## src/rtl/kbd_textbuf_arbiter.sv

```systemverilog
// Single-port text buffer arbiter: keyboard writes, CPU load/store and VGA reads share one RAM,
// plus a keyboard-triggered line clear that runs in the gaps between CPU/VGA accesses.
module kbd_textbuf_arbiter #(
  parameter int unsigned ADDR_W   = 10,
  parameter int unsigned DATA_W   = 8,
  parameter int unsigned LINE_LEN = 64,
  parameter logic [DATA_W-1:0] CLR_VAL = '0
) (
  input  logic              clk,
  input  logic              rst,
  input  logic              kb_req,
  input  logic              kb_clr,
  input  logic [ADDR_W-1:0] kb_addr,
  input  logic [DATA_W-1:0] kb_wdata,
  output logic              kb_gnt,
  output logic              kb_busy,
  input  logic              cpu_req,
  input  logic              cpu_we,
  input  logic [ADDR_W-1:0] cpu_addr,
  input  logic [DATA_W-1:0] cpu_wdata,
  output logic              cpu_gnt,
  output logic              cpu_rvalid,
  output logic [DATA_W-1:0] cpu_rdata,
  input  logic              vga_req,
  input  logic [ADDR_W-1:0] vga_addr,
  output logic              vga_gnt,
  output logic              vga_rvalid,
  output logic [DATA_W-1:0] vga_rdata,
  output logic              mem_en,
  output logic              mem_we,
  output logic [ADDR_W-1:0] mem_addr,
  output logic [DATA_W-1:0] mem_wdata,
  input  logic [DATA_W-1:0] mem_rdata
);

  localparam int unsigned CNT_W = (LINE_LEN > 1) ? $clog2(LINE_LEN) : 1;
  localparam logic [ADDR_W-1:0] LINE_MASK = ADDR_W'(LINE_LEN - 1);
  localparam logic [CNT_W-1:0]  CNT_LAST  = CNT_W'(LINE_LEN - 1);

  typedef enum logic {StIdle, StClear} state_e;

  state_e            state;
  logic              rr;            // 0: CPU wins a tie, 1: VGA wins a tie
  logic [ADDR_W-1:0] base;
  logic [CNT_W-1:0]  cnt;
  logic              cpu_rvalid_q;
  logic              vga_rvalid_q;

  logic cpu_win, vga_win, clr_wr;

  always_comb begin
    cpu_win   = cpu_req & (~vga_req | ~rr);
    vga_win   = vga_req & (~cpu_req | rr);
    kb_gnt    = 1'b0;
    kb_busy   = 1'b0;
    cpu_gnt   = 1'b0;
    vga_gnt   = 1'b0;
    clr_wr    = 1'b0;
    mem_en    = 1'b0;
    mem_we    = 1'b0;
    mem_addr  = '0;
    mem_wdata = '0;
    // Outputs are forced quiet while reset is held so an aborted clear writes nothing.
    if (!rst) begin
      if (state == StIdle && kb_req) begin
        kb_gnt  = 1'b1;
        kb_busy = kb_clr;
        if (!kb_clr) begin
          mem_en    = 1'b1;
          mem_we    = 1'b1;
          mem_addr  = kb_addr;
          mem_wdata = kb_wdata;
        end
      end else if (cpu_win) begin
        cpu_gnt   = 1'b1;
        mem_en    = 1'b1;
        mem_we    = cpu_we;
        mem_addr  = cpu_addr;
        mem_wdata = cpu_wdata;
      end else if (vga_win) begin
        vga_gnt  = 1'b1;
        mem_en   = 1'b1;
        mem_addr = vga_addr;
      end else if (state == StClear) begin
        clr_wr    = 1'b1;
        mem_en    = 1'b1;
        mem_we    = 1'b1;
        mem_addr  = base | ADDR_W'(cnt);
        mem_wdata = CLR_VAL;
      end
      if (state == StClear) begin
        kb_busy = 1'b1;
      end
    end
  end

  always_ff @(posedge clk) begin
    if (rst) begin
      state        <= StIdle;
      rr           <= 1'b0;
      base         <= '0;
      cnt          <= '0;
      cpu_rvalid_q <= 1'b0;
      vga_rvalid_q <= 1'b0;
    end else begin
      cpu_rvalid_q <= cpu_gnt & ~cpu_we;
      vga_rvalid_q <= vga_gnt;
      if (cpu_gnt) begin
        rr <= 1'b1;
      end else if (vga_gnt) begin
        rr <= 1'b0;
      end
      case (state)
        StIdle: begin
          if (kb_gnt && kb_clr) begin
            base  <= kb_addr & ~LINE_MASK;
            cnt   <= '0;
            state <= StClear;
          end
        end
        StClear: begin
          if (clr_wr) begin
            cnt <= cnt + 1'b1;
            if (cnt == CNT_LAST) begin
              state <= StIdle;
            end
          end
        end
        default: state <= StIdle;
      endcase
    end
  end

  // A read granted just before reset must not report valid data during reset.
  assign cpu_rvalid = cpu_rvalid_q & ~rst;
  assign vga_rvalid = vga_rvalid_q & ~rst;
  assign cpu_rdata  = mem_rdata;
  assign vga_rdata  = mem_rdata;

endmodule

```

## config.mk

```make
export PLATFORM = sky130hd
export DESIGN_NAME = kbd_textbuf_arbiter
export DESIGN_NICKNAME = d
export VERILOG_FILES = /design/src/rtl/kbd_textbuf_arbiter.sv
export SDC_FILE = /design/constraint.sdc
export NUM_CORES = 1
export LEC_CHECK = 0
export ABC_AREA = 1
export CAP_MARGIN = 15
export CORE_MARGIN = 2
export CORE_UTILIZATION = 30
export DETAILED_ROUTE_END_ITERATION = 12
export DONT_BUFFER_PORTS = 1
export GPL_TIMING_DRIVEN = 0
export PLACE_DENSITY_LB_ADDON = 0.1
export SLEW_MARGIN = 20
export SYNTH_ARGS = -nofsm -noshare
export SYNTH_HDL_FRONTEND = slang
export SYNTH_SLANG_ARGS = --single-unit
```

## constraint.sdc

```tcl
create_clock -name clk -period 2.15 [get_ports clk]
set_input_delay 0.43 -clock clk [delete_from_list [all_inputs] [get_ports clk]]
set_output_delay 0.43 -clock clk [all_outputs]
set_load 0.01 [all_outputs]
```

==> flow_summary.json, run 1 <==
{
  "power.density_mw_per_mm2": 541,
  "dieArea_mm2": 0.00483,
  "place_ws_ns": 0.229,
  "min_period_over_period_pct": 94.9,
  "max_freq_ghz": 0.490,
  "whs_ns": 0.252,
  "power.total_uw": 760,
  "fin_setup_tns_ns": 0,
  "maxCapViolCount": 0,
  "grt_max_degree": 11,
  "diodes": 0,
  "crit_required_ns": 1.72,
  "root_buffer": "clkbuf_8",
  "cts_buffers": 3,
  "clockBufferDepth": 2,
  "slew_headroom_pct": 60.8,
  "postSynthCellCount": 203,
  "io_pins": 103,
  "rsz0062_at_grt": "false",
  "antenna_found_initial": 0,
  "grt_usage_pct": 14.4,
  "syn-num-nets": 265,
  "initial_core_util_pct": 31.7,
  "route.detailed.drc": 0,
  "vias_per_cell": 5.01,
  "drt-total-wl_um": 3660,
  "p_leak_nw": 0.620,
  "setup_viol": 0,
  "drtIter0Drc": 64,
  "yosys_warnings": 0,
  "drive_gt1_share_pct": 18.8,
  "hold_viol": 0,
  "hold_buffers": 0,
  "fin_ws_ns": 0.109,
  "worst_pin_slew_ns": 0.582,
  "die_h_um": 69.5,
  "dp_hpwl_um": 3000,
  "vdd_drop_max_mv": 0.255,
  "synth_seq_cells": 14,
  "hold_path.class": "primary input to register",
  "maxSlewViolCount": 0,
  "synthToLayoutAreaGrowth_pct": 9.23,
  "clk_pin_slew_ns": 0.06,
  "grt_overflow_total": 0,
  "worst_clock_skew_ns": 0.00193,
  "coreArea_mm2": 0.00406,
  "cp-start-kind": "register",
  "cts_tree": "yes",
  "vias": 1288,
  "synth-edff-count": 0,
  "syn-mean-instance-area_um2": 6.34,
  "status": "complete, no violations",
  "path_class": "register to output pin",
  "drtAntennaViolNets": 0,
  "die_width_um": 69.5,
  "synth_area_mm2": 0.00129,
  "cp_data_arrival_time_ns": 1.61,
  "drt_pass1_iterations": 4,
  "min_period_ns": 2.04,
  "cts_setup_buffers": 0,
  "path_max_fanout": 10,
  "grt_pass1_vias": 1301,
  "rows": 23,
  "ys.flop_type": "dfxtp_1",
  "cts_sinks": 14,
  "synth.distinct_cells": 29,
  "nFillCells": 446,
  "numPortBuffers": 0,
  "grt_pass1_wl_um": 5820,
  "htree_levels": 1,
  "synthArstFlopShare_pct": 0,
  "post_drt_wl_per_cell_um": 14.2,
  "finalNetCount": 270,
  "clkLatencyLatePin_ns": 0.24,
  "end_kind": "output pin",
  "ys_seq_area_share_pct": 21.8,
  "gp_congestion": 0.728
}
-- state kept, by name, summed over array words and instances (netlist names) --
| name | flops |
|---|---|
| vga_rvalid_q | 1 |
| base | 4 |
| rr | 1 |
| cpu_rvalid_q | 1 |
| cnt | 6 |
| state | 1 |
-- cells in the mapped netlist, types with 2 or more instances --
| library cell | count | share of area (%) |
|---|---|---|
| dfxtp_1 | 14 | 22 |
| clkbuf_1 | 2 | 0.58 |
| buf_6 | 3 | 2.6 |
| inv_2 | 2 | 0.58 |
| a21oi_2 | 3 | 2.0 |
| nand2_1 | 47 | 14 |
| o21ai_1 | 8 | 3.1 |
| inv_1 | 15 | 4.4 |
| nor3_1 | 2 | 0.78 |
| o21ai_0 | 10 | 3.9 |
| a21oi_1 | 16 | 6.2 |
| nand3_1 | 16 | 6.2 |
| a211oi_1 | 10 | 5.8 |
| nor2_1 | 22 | 6.4 |
| buf_4 | 17 | 9.9 |
| nand2_4 | 3 | 2.6 |
-- final cells by class --
type / count / area (µm²) / share of cell area (%)
Buffer: 23 / 175 / 12.5
Multi-Input combinational cell: 146 / 751 / 53.4
Sequential cell: 14 / 280 / 19.9
Clock buffer: 4 / 55.1 / 3.91
Inverter: 20 / 82.6 / 5.87
Tap cell: 50 / 62.6 / 4.45
-- worst max-delay path, stage by stage (launching register included) --
cell     delay, ns
dfxtp_1       0.36
inv_4         0.12
nand2_8       0.08
buf_6         0.14
nand2_1       0.28
o21ai_1       0.11
a21oi_1       0.26
-- cell families (layout without fill, tap and decap cells) --
kind of cell | count (synthesis) | in the layout | synth area share (%)
compound gates | 50 | 50 | 22.9
buf+inv | 43 | 47 | 19.9
simple gates | 95 | 95 | 34.4
flops | 14 | 14 | 21.8
fa+ha+maj | 1 | 1 | 0.972
-- metrics by stage --
| step | utilization, % | instance area, µm² | std cells |
|---|---|---|---|
| 6_report | 34.7 | 1410 | 257 |
| 5_1_grt | 34.7 | 1410 | 257 |
| 4_1_cts | 34.6 | 1410 | 257 |
| 3_5_place_dp | 33.3 | 1350 | 253 |
| 3_3_place_gp | 33.3 | 1350 | 253 |
| 2_1_floorplan | - | 1290 | 203 |
-- where the power goes --
group          leakage (nW)  internal, mW  total [mW]  switching (mW)
registers             0.114         0.270       0.277         0.00753
logic                 0.477        0.0770       0.225           0.148
clock network        0.0288         0.162       0.258          0.0962
total                 0.620         0.509       0.760           0.252
-- metal layers --
metal	up-vias	wire length [µm]	track usage [%]	share of wire, %
met5	-	0	0	0
met2	57	1880	26.6	51
li1	664	-	-	-
met1	567	1530	16.9	42
met3	0	246	3.92	6.7
met4	0	0	1.74	0
-- final timing paths --
kind	cells after the start	to	from	slack [ns]
max	6	mem_addr[4]	state$_SDFF_PP0_	0.11
max reg2reg	6	state$_SDFF_PP0_	state$_SDFF_PP0_	0.78
min reg2reg	2	base[9]$_SDFFE_PP0P_	base[9]$_SDFFE_PP0P_	0.46
min	1	cpu_rvalid_q$_SDFF_PP0_	cpu_we	0.25
-- placed cells by master, fill, tap and decap left out, types with 4 or more instances in the layout --
master    netlist  final
buf_4          17     17
o21ai_1         8      8
a21oi_1        16     16
dfxtp_1        14     14
o21ai_0        10     10
inv_1          15     15
clkbuf_8        0      4
a211oi_1       10     10
nand2_1        47     47
nand3_1        16     16
nor2_1         22     22
-- repair_timing --
item / CTS / global route
endpoints found under the hold margin: 0 / 0
gates resized for setup: 0 / 2
setup endpoints to repair: 0 / 10
(Power assumes the default switching activity.)
==> run 2, diff against run 1 <==
Settings changed: CORE_MARGIN 2 to unset.
==> run 2 against run 1 <==
- first-iteration DRC count decreased by 30%
- wire length decreased by 7.1%
- design area increased by 0.18%
- total power decreased by 0.11%
- clock skew decreased by 0.0012 ns
- combinational power about the same
- sequential share of layout area about the same
- non-clock buffer count unchanged
- worst setup slack improved by 0.027 ns
- global-route usage increased by 1.2 points
- die area decreased by 5.7%
- via count increased by 1.9%
- critical endpoint is now mem_addr[8]
==> flow_summary.json, run 2 (same netlist as run 1, synthesis figures left out) <==
{
  "status": "complete, no violations",
  "path_max_fanout": 10,
  "dp_hpwl_um": 2820,
  "io_pins": 103,
  "path_class": "register to output pin",
  "rows": 23,
  "grt_overflow_total": 0,
  "crit_buf_inv": 3,
  "use_met3_pct": 5.57,
  "drt_pass1_iterations": 4,
  "power.total_uw": 759,
  "dieArea_mm2": 0.00456,
  "power.density_mw_per_mm2": 539,
  "p_leak_nw": 0.620,
  "route.detailed.drc": 0,
  "fin_util_pct": 34.7,
  "clk_pin_slew_ns": 0.06,
  "path_delay_family": "flip-flops",
  "final_common_cell": "nand2_1",
  "min_period_ns": 2.01,
  "largest_register_ffs": 6,
  "vias_per_cell": 5.11,
  "grt_pass1_wl_um": 5410,
  "end_kind": "output pin",
  "slew_headroom_pct": 61.8,
  "post_drt_wl_per_cell_um": 13.2,
  "hold_path.class": "primary input to register",
  "vdd_drop_max_mv": 0.297,
  "cts_setup_buffers": 0,
  "crit_required_ns": 1.72,
  "hold_buffers": 0,
  "die_width_um": 67.5,
  "path_cells": "inv_4, nand2_8, inv_6, nand2_4, nand2_4, buf_6, a21oi_2, o21ai_1, a21oi_1",
  "cp_data_arrival_time_ns": 1.58,
  "dp.cells": 253,
  "worst_clock_skew_ns": 0.000714,
  "fin_ws_ns": 0.136,
  "grt_pass1_vias": 1240,
  "numPortBuffers": 0,
  "min_period_over_period_pct": 93.7,
  "cts_sinks": 14,
  "reg_top3": "cnt x6, base x4",
  "place_ws_ns": 0.226,
  "finalNetCount": 270,
  "clkLatencyLatePin_ns": 0.24,
  "initial_core_util_pct": 31.7,
  "root_buffer": "clkbuf_8",
  "synthToLayoutAreaGrowth_pct": 9.43,
  "postPlaceCellArea_mm2": 0.00135,
  "top_usage_layer": "met2",
  "clockBufferDepth": 2,
  "use_met2_pct": 28.2,
  "cp-start-kind": "register",
  "drive_gt1_share_pct": 19.3,
  "grt_max_degree": 11,
  "max_stage_delay_ns": 0.42,
  "gp_congestion": 0.797,
  "drtAntennaViolNets": 0,
  "grt_usage_pct": 15.5,
  "fin_setup_tns_ns": 0,
  "drtIter0Drc": 45,
  "coreArea_mm2": 0.00406,
  "cts_tree": "yes",
  "nFillCells": 452,
  "hold_viol": 0,
  "layout_common_cells": "46 x nand2_1, 22 x nor2_1, 17 x buf_4",
  "whs_ns": 0.252,
  "antenna_found_initial": 0,
  "maxCapViolCount": 0,
  "cp_slowest_cell": "dfxtp_1",
  "crit_path_frequent_cell": "nand2_4",
  "vias": 1312,
  "cts_buffers": 3,
  "worst_pin_slew_ns": 0.568,
  "diodes": 0,
  "final-instance-count-excl-fill": 257,
  "largest_register": "cnt",
  "max_freq_ghz": 0.497,
  "finalInstanceArea_mm2": 0.00141,
  "setup_viol": 0,
  "rsz0062_at_grt": "false",
  "htree_levels": 1,
  "maxSlewViolCount": 0,
  "die_h_um": 67.5,
  "drt-total-wl_um": 3400,
  "met1_usage_pct": 17.6
}
run 2: cell counts in the layout (fill, tap and decap cells not counted):
No cell type changed its count.
run 2: metal layers:
metal,part of all wire [%],vias up
met1,39,577
li1,-,665
met5,0,-
met3,9.6,0
met4,0,0
met2,51,70
run 2: report_power, final:
part	internal (mW)	total (mW)	switching (mW)
Clock	0.162	0.259	0.0971
Sequential	0.270	0.277	0.00743
Combinational	0.0774	0.223	0.146
run 2: final timing paths:
path | endpoint | start | slack, ns | cells past startpoint
worst max-delay path | mem_addr[8] | state$_SDFF_PP0_ | 0.14 | 9
worst min-delay path | cpu_rvalid_q$_SDFF_PP0_ | cpu_we | 0.25 | 1
worst max register to register | cnt[5]$_SDFFE_PP0P_ | state$_SDFF_PP0_ | 0.80 | 9
worst min register to register | base[9]$_SDFFE_PP0P_ | base[9]$_SDFFE_PP0P_ | 0.47 | 2
run 2: worst reg2reg max path, cell delays in order, from the launching register on:
cell and delay, ns:
dfxtp_1 0.36, inv_4 0.12, nand2_8 0.08, nor2_8 0.18, nand2_4 0.11, nand2_2 0.10
buf_6 0.13, nand3_1 0.07, nand2_1 0.06, nor2_1 0.04
run 2: cell type report:
type                    count  area, µm²  share of cell area (%)
clock buffers               4       55.1                    3.91
well taps                  50       62.6                    4.44
multi-input cells         146        753                    53.5
flip-flops and latches     14        280                    19.9
plain buffers              23        175                    12.4
inverters                  20       82.6                    5.86
run 2: timing repair:
item,in CTS,in global routing
gates resized for setup,0,3
endpoints found under the setup margin,0,9
hold endpoints to repair,0,0
==> run 3, diff against run 2 <==
Clock period 2.15 ns to 1.7 ns, I/O delays scaled along.
==> run 3 against run 2 <==
- the flow now finishes with violations (setup timing)
- critical path depth fell by 2
- global-route usage rose by 1.5 points
- combinational power rose by 88%
- total power rose by 45%
- count of clock-buffer cells in the layout did not move
- sequential power rose by 26%
- worst hold slack got worse by 0.093 ns
- core utilization rose by 9.0 points
- register-to-register slack got worse by 0.53 ns
- sequential share of layout area fell by 3.9 points
- first-iteration DRC count rose by 6.7%
==> flow_summary.json, run 3 (same netlist as run 1, synthesis figures left out) <==
{
  "status": "finished with violations",
  "violations": "setup timing",
  "rr_worst_depth": 10,
  "cp-start-kind": "register",
  "htree_levels": 1,
  "cp_slowest_cell": "dfxtp_4",
  "vias": 1408,
  "min_period_ns": 1.73,
  "maxCapViolCount": 0,
  "maxSlewViolCount": 0,
  "path_max_fanout": 10,
  "diodes": 0,
  "use_met2_pct": 29.8,
  "final_common_cell": "nand2_1",
  "clockBufferDepth": 2,
  "antenna_found_initial": 0,
  "drive_gt1_share_pct": 44.5,
  "die_width_um": 67.5,
  "post_drt_wl_per_cell_um": 14.6,
  "hold_viol": 0,
  "grt_overflow_total": 0,
  "max_freq_ghz": 0.579,
  "vdd_drop_max_mv": 0.394,
  "synthToLayoutAreaGrowth_pct": 37.9,
  "finalNetCount": 281,
  "die_h_um": 67.5,
  "end_kind": "output pin",
  "io_pins": 103,
  "route.detailed.drc": 0,
  "nFillCells": 413,
  "cts_sinks": 14,
  "dieArea_mm2": 0.00456,
  "max_stage_delay_ns": 0.36,
  "largest_register_ffs": 6,
  "root_buffer": "clkbuf_8",
  "cts_tree": "yes",
  "coreArea_mm2": 0.00406,
  "layout_common_cells": "41 x nand2_1, 24 x buf_4, 16 x a21oi_2, 16 x nor2_1, 15 x nand3_1",
  "hold_buffers": 0,
  "hold_path.class": "primary input to register",
  "path_class": "register to output pin",
  "grt_usage_pct": 17.0,
  "crit_cells": 7,
  "reg_top3": "cnt x6, base x4",
  "dp_hpwl_um": 2820,
  "clkLatencyLatePin_ns": 0.25,
  "cp_data_arrival_time_ns": 1.39,
  "top_usage_layer": "met2",
  "crit_path_end": "mem_addr[2]",
  "grt_max_degree": 11,
  "vias_per_cell": 5.25,
  "whs_ns": 0.159,
  "fin_setup_tns_ns": -0.133,
  "use_met3_pct": 6.42,
  "worst_clock_skew_ns": 0.00274,
  "drtAntennaViolNets": 0,
  "gp_congestion": 0.797,
  "worst_pin_slew_ns": 0.771,
  "drt_pass1_iterations": 4,
  "r2r-start": "state$_SDFF_PP0_",
  "numPortBuffers": 0,
  "grt_pass1_vias": 1318,
  "clk_pin_slew_ns": 0.06,
  "met1_usage_pct": 19.7,
  "crit_buf_inv": 4,
  "p_leak_nw": 0.715,
  "initial_core_util_pct": 31.7,
  "path_delay_family": "buffers and inverters",
  "rsz0062_at_grt": "true",
  "drt-total-wl_um": 3900,
  "grt_pass1_wl_um": 5900,
  "rows": 23,
  "path_cells": "inv_6, nand2_8, inv_8, buf_4, buf_6, a211oi_4, a21oi_2",
  "crit_start": "state$_SDFF_PP0_",
  "setup_viol": 9,
  "fin_ws_ns": -0.0278,
  "crit_required_ns": 1.36,
  "power.density_mw_per_mm2": 621,
  "cts_buffers": 3,
  "rr_endpoint": "cnt[5]$_SDFFE_PP0P_",
  "reg2reg_slack_ns": 0.27,
  "largest_register": "cnt",
  "min_period_over_period_pct": 102,
  "slew_headroom_pct": 48.6,
  "drtIter0Drc": 48
}
-- run 3: cell types whose count changed in the layout (fill, tap and decap cells not counted), sizes merged --
cell      before  now
buf           21   30
clkbuf         6    7
clkinvlp       0    1
-- run 3: through the flow --
stage	instance area, µm²	std cells	total power [mW]	utilization (%)	worst slack, ns
floorplan	1290	203	0.594	-	0.184
global placement	1350	253	0.637	33.3	-0.00655
detailed placement	1350	253	0.642	33.3	-0.0441
CTS	1630	266	1.06	40.3	-0.0436
global route	1780	268	1.17	43.8	-0.0862
finish	1780	268	1.10	43.8	-0.0278
-- run 3: layout make-up --
| type | instances | area, µm² | area share (%) |
|---|---|---|---|
| multi-input cells | 146 | 978 | 55.1 |
| flip-flops and latches | 14 | 284 | 16.0 |
| plain buffers | 23 | 194 | 10.9 |
| repair buffers | 10 | 98.8 | 5.57 |
| inverters | 20 | 95.1 | 5.36 |
| well taps | 50 | 62.6 | 3.52 |
| clock buffers | 4 | 55.1 | 3.10 |
| repair inverters | 1 | 7.51 | 0.423 |
-- run 3: power by group --
group | internal [mW] | leakage, nW | switching (mW)
sequential | 0.341 | 0.115 | 0.00897
combinational | 0.168 | 0.572 | 0.251
clock | 0.205 | 0.0288 | 0.128
-- run 3: what timing repair did --
action,4_1_cts,5_1_grt
endpoints found under the setup margin,21,22
setup buffers,6,2
pin swaps,11,6
gates resized for setup,44,29
cloned,3,0
-- run 3: per-layer routing --
metal / vias to the layer above / routed length [µm] / part of all wire, %
li1: 683 / - / -
met1: 649 / 1550 / 40
met2: 70 / 2000 / 51
met3: 6 / 300 / 7.7
met4: 0 / 51 / 1.3
met5: - / 0 / 0
-- run 3: how the worst min path moves through the flow --
stage | start | end | slack, ns | depth (start not counted)
after floorplan | cpu_we | cpu_rvalid_q$_SDFF_PP0_ | 0.41 | 1
after global placement | cpu_we | cpu_rvalid_q$_SDFF_PP0_ | 0.42 | 1
after detailed placement | cpu_we | cpu_rvalid_q$_SDFF_PP0_ | 0.42 | 1
after CTS | cpu_we | cpu_rvalid_q$_SDFF_PP0_ | 0.15 | 1
after global routing | cpu_we | cpu_rvalid_q$_SDFF_PP0_ | 0.14 | 1
final | cpu_we | cpu_rvalid_q$_SDFF_PP0_ | 0.16 | 1
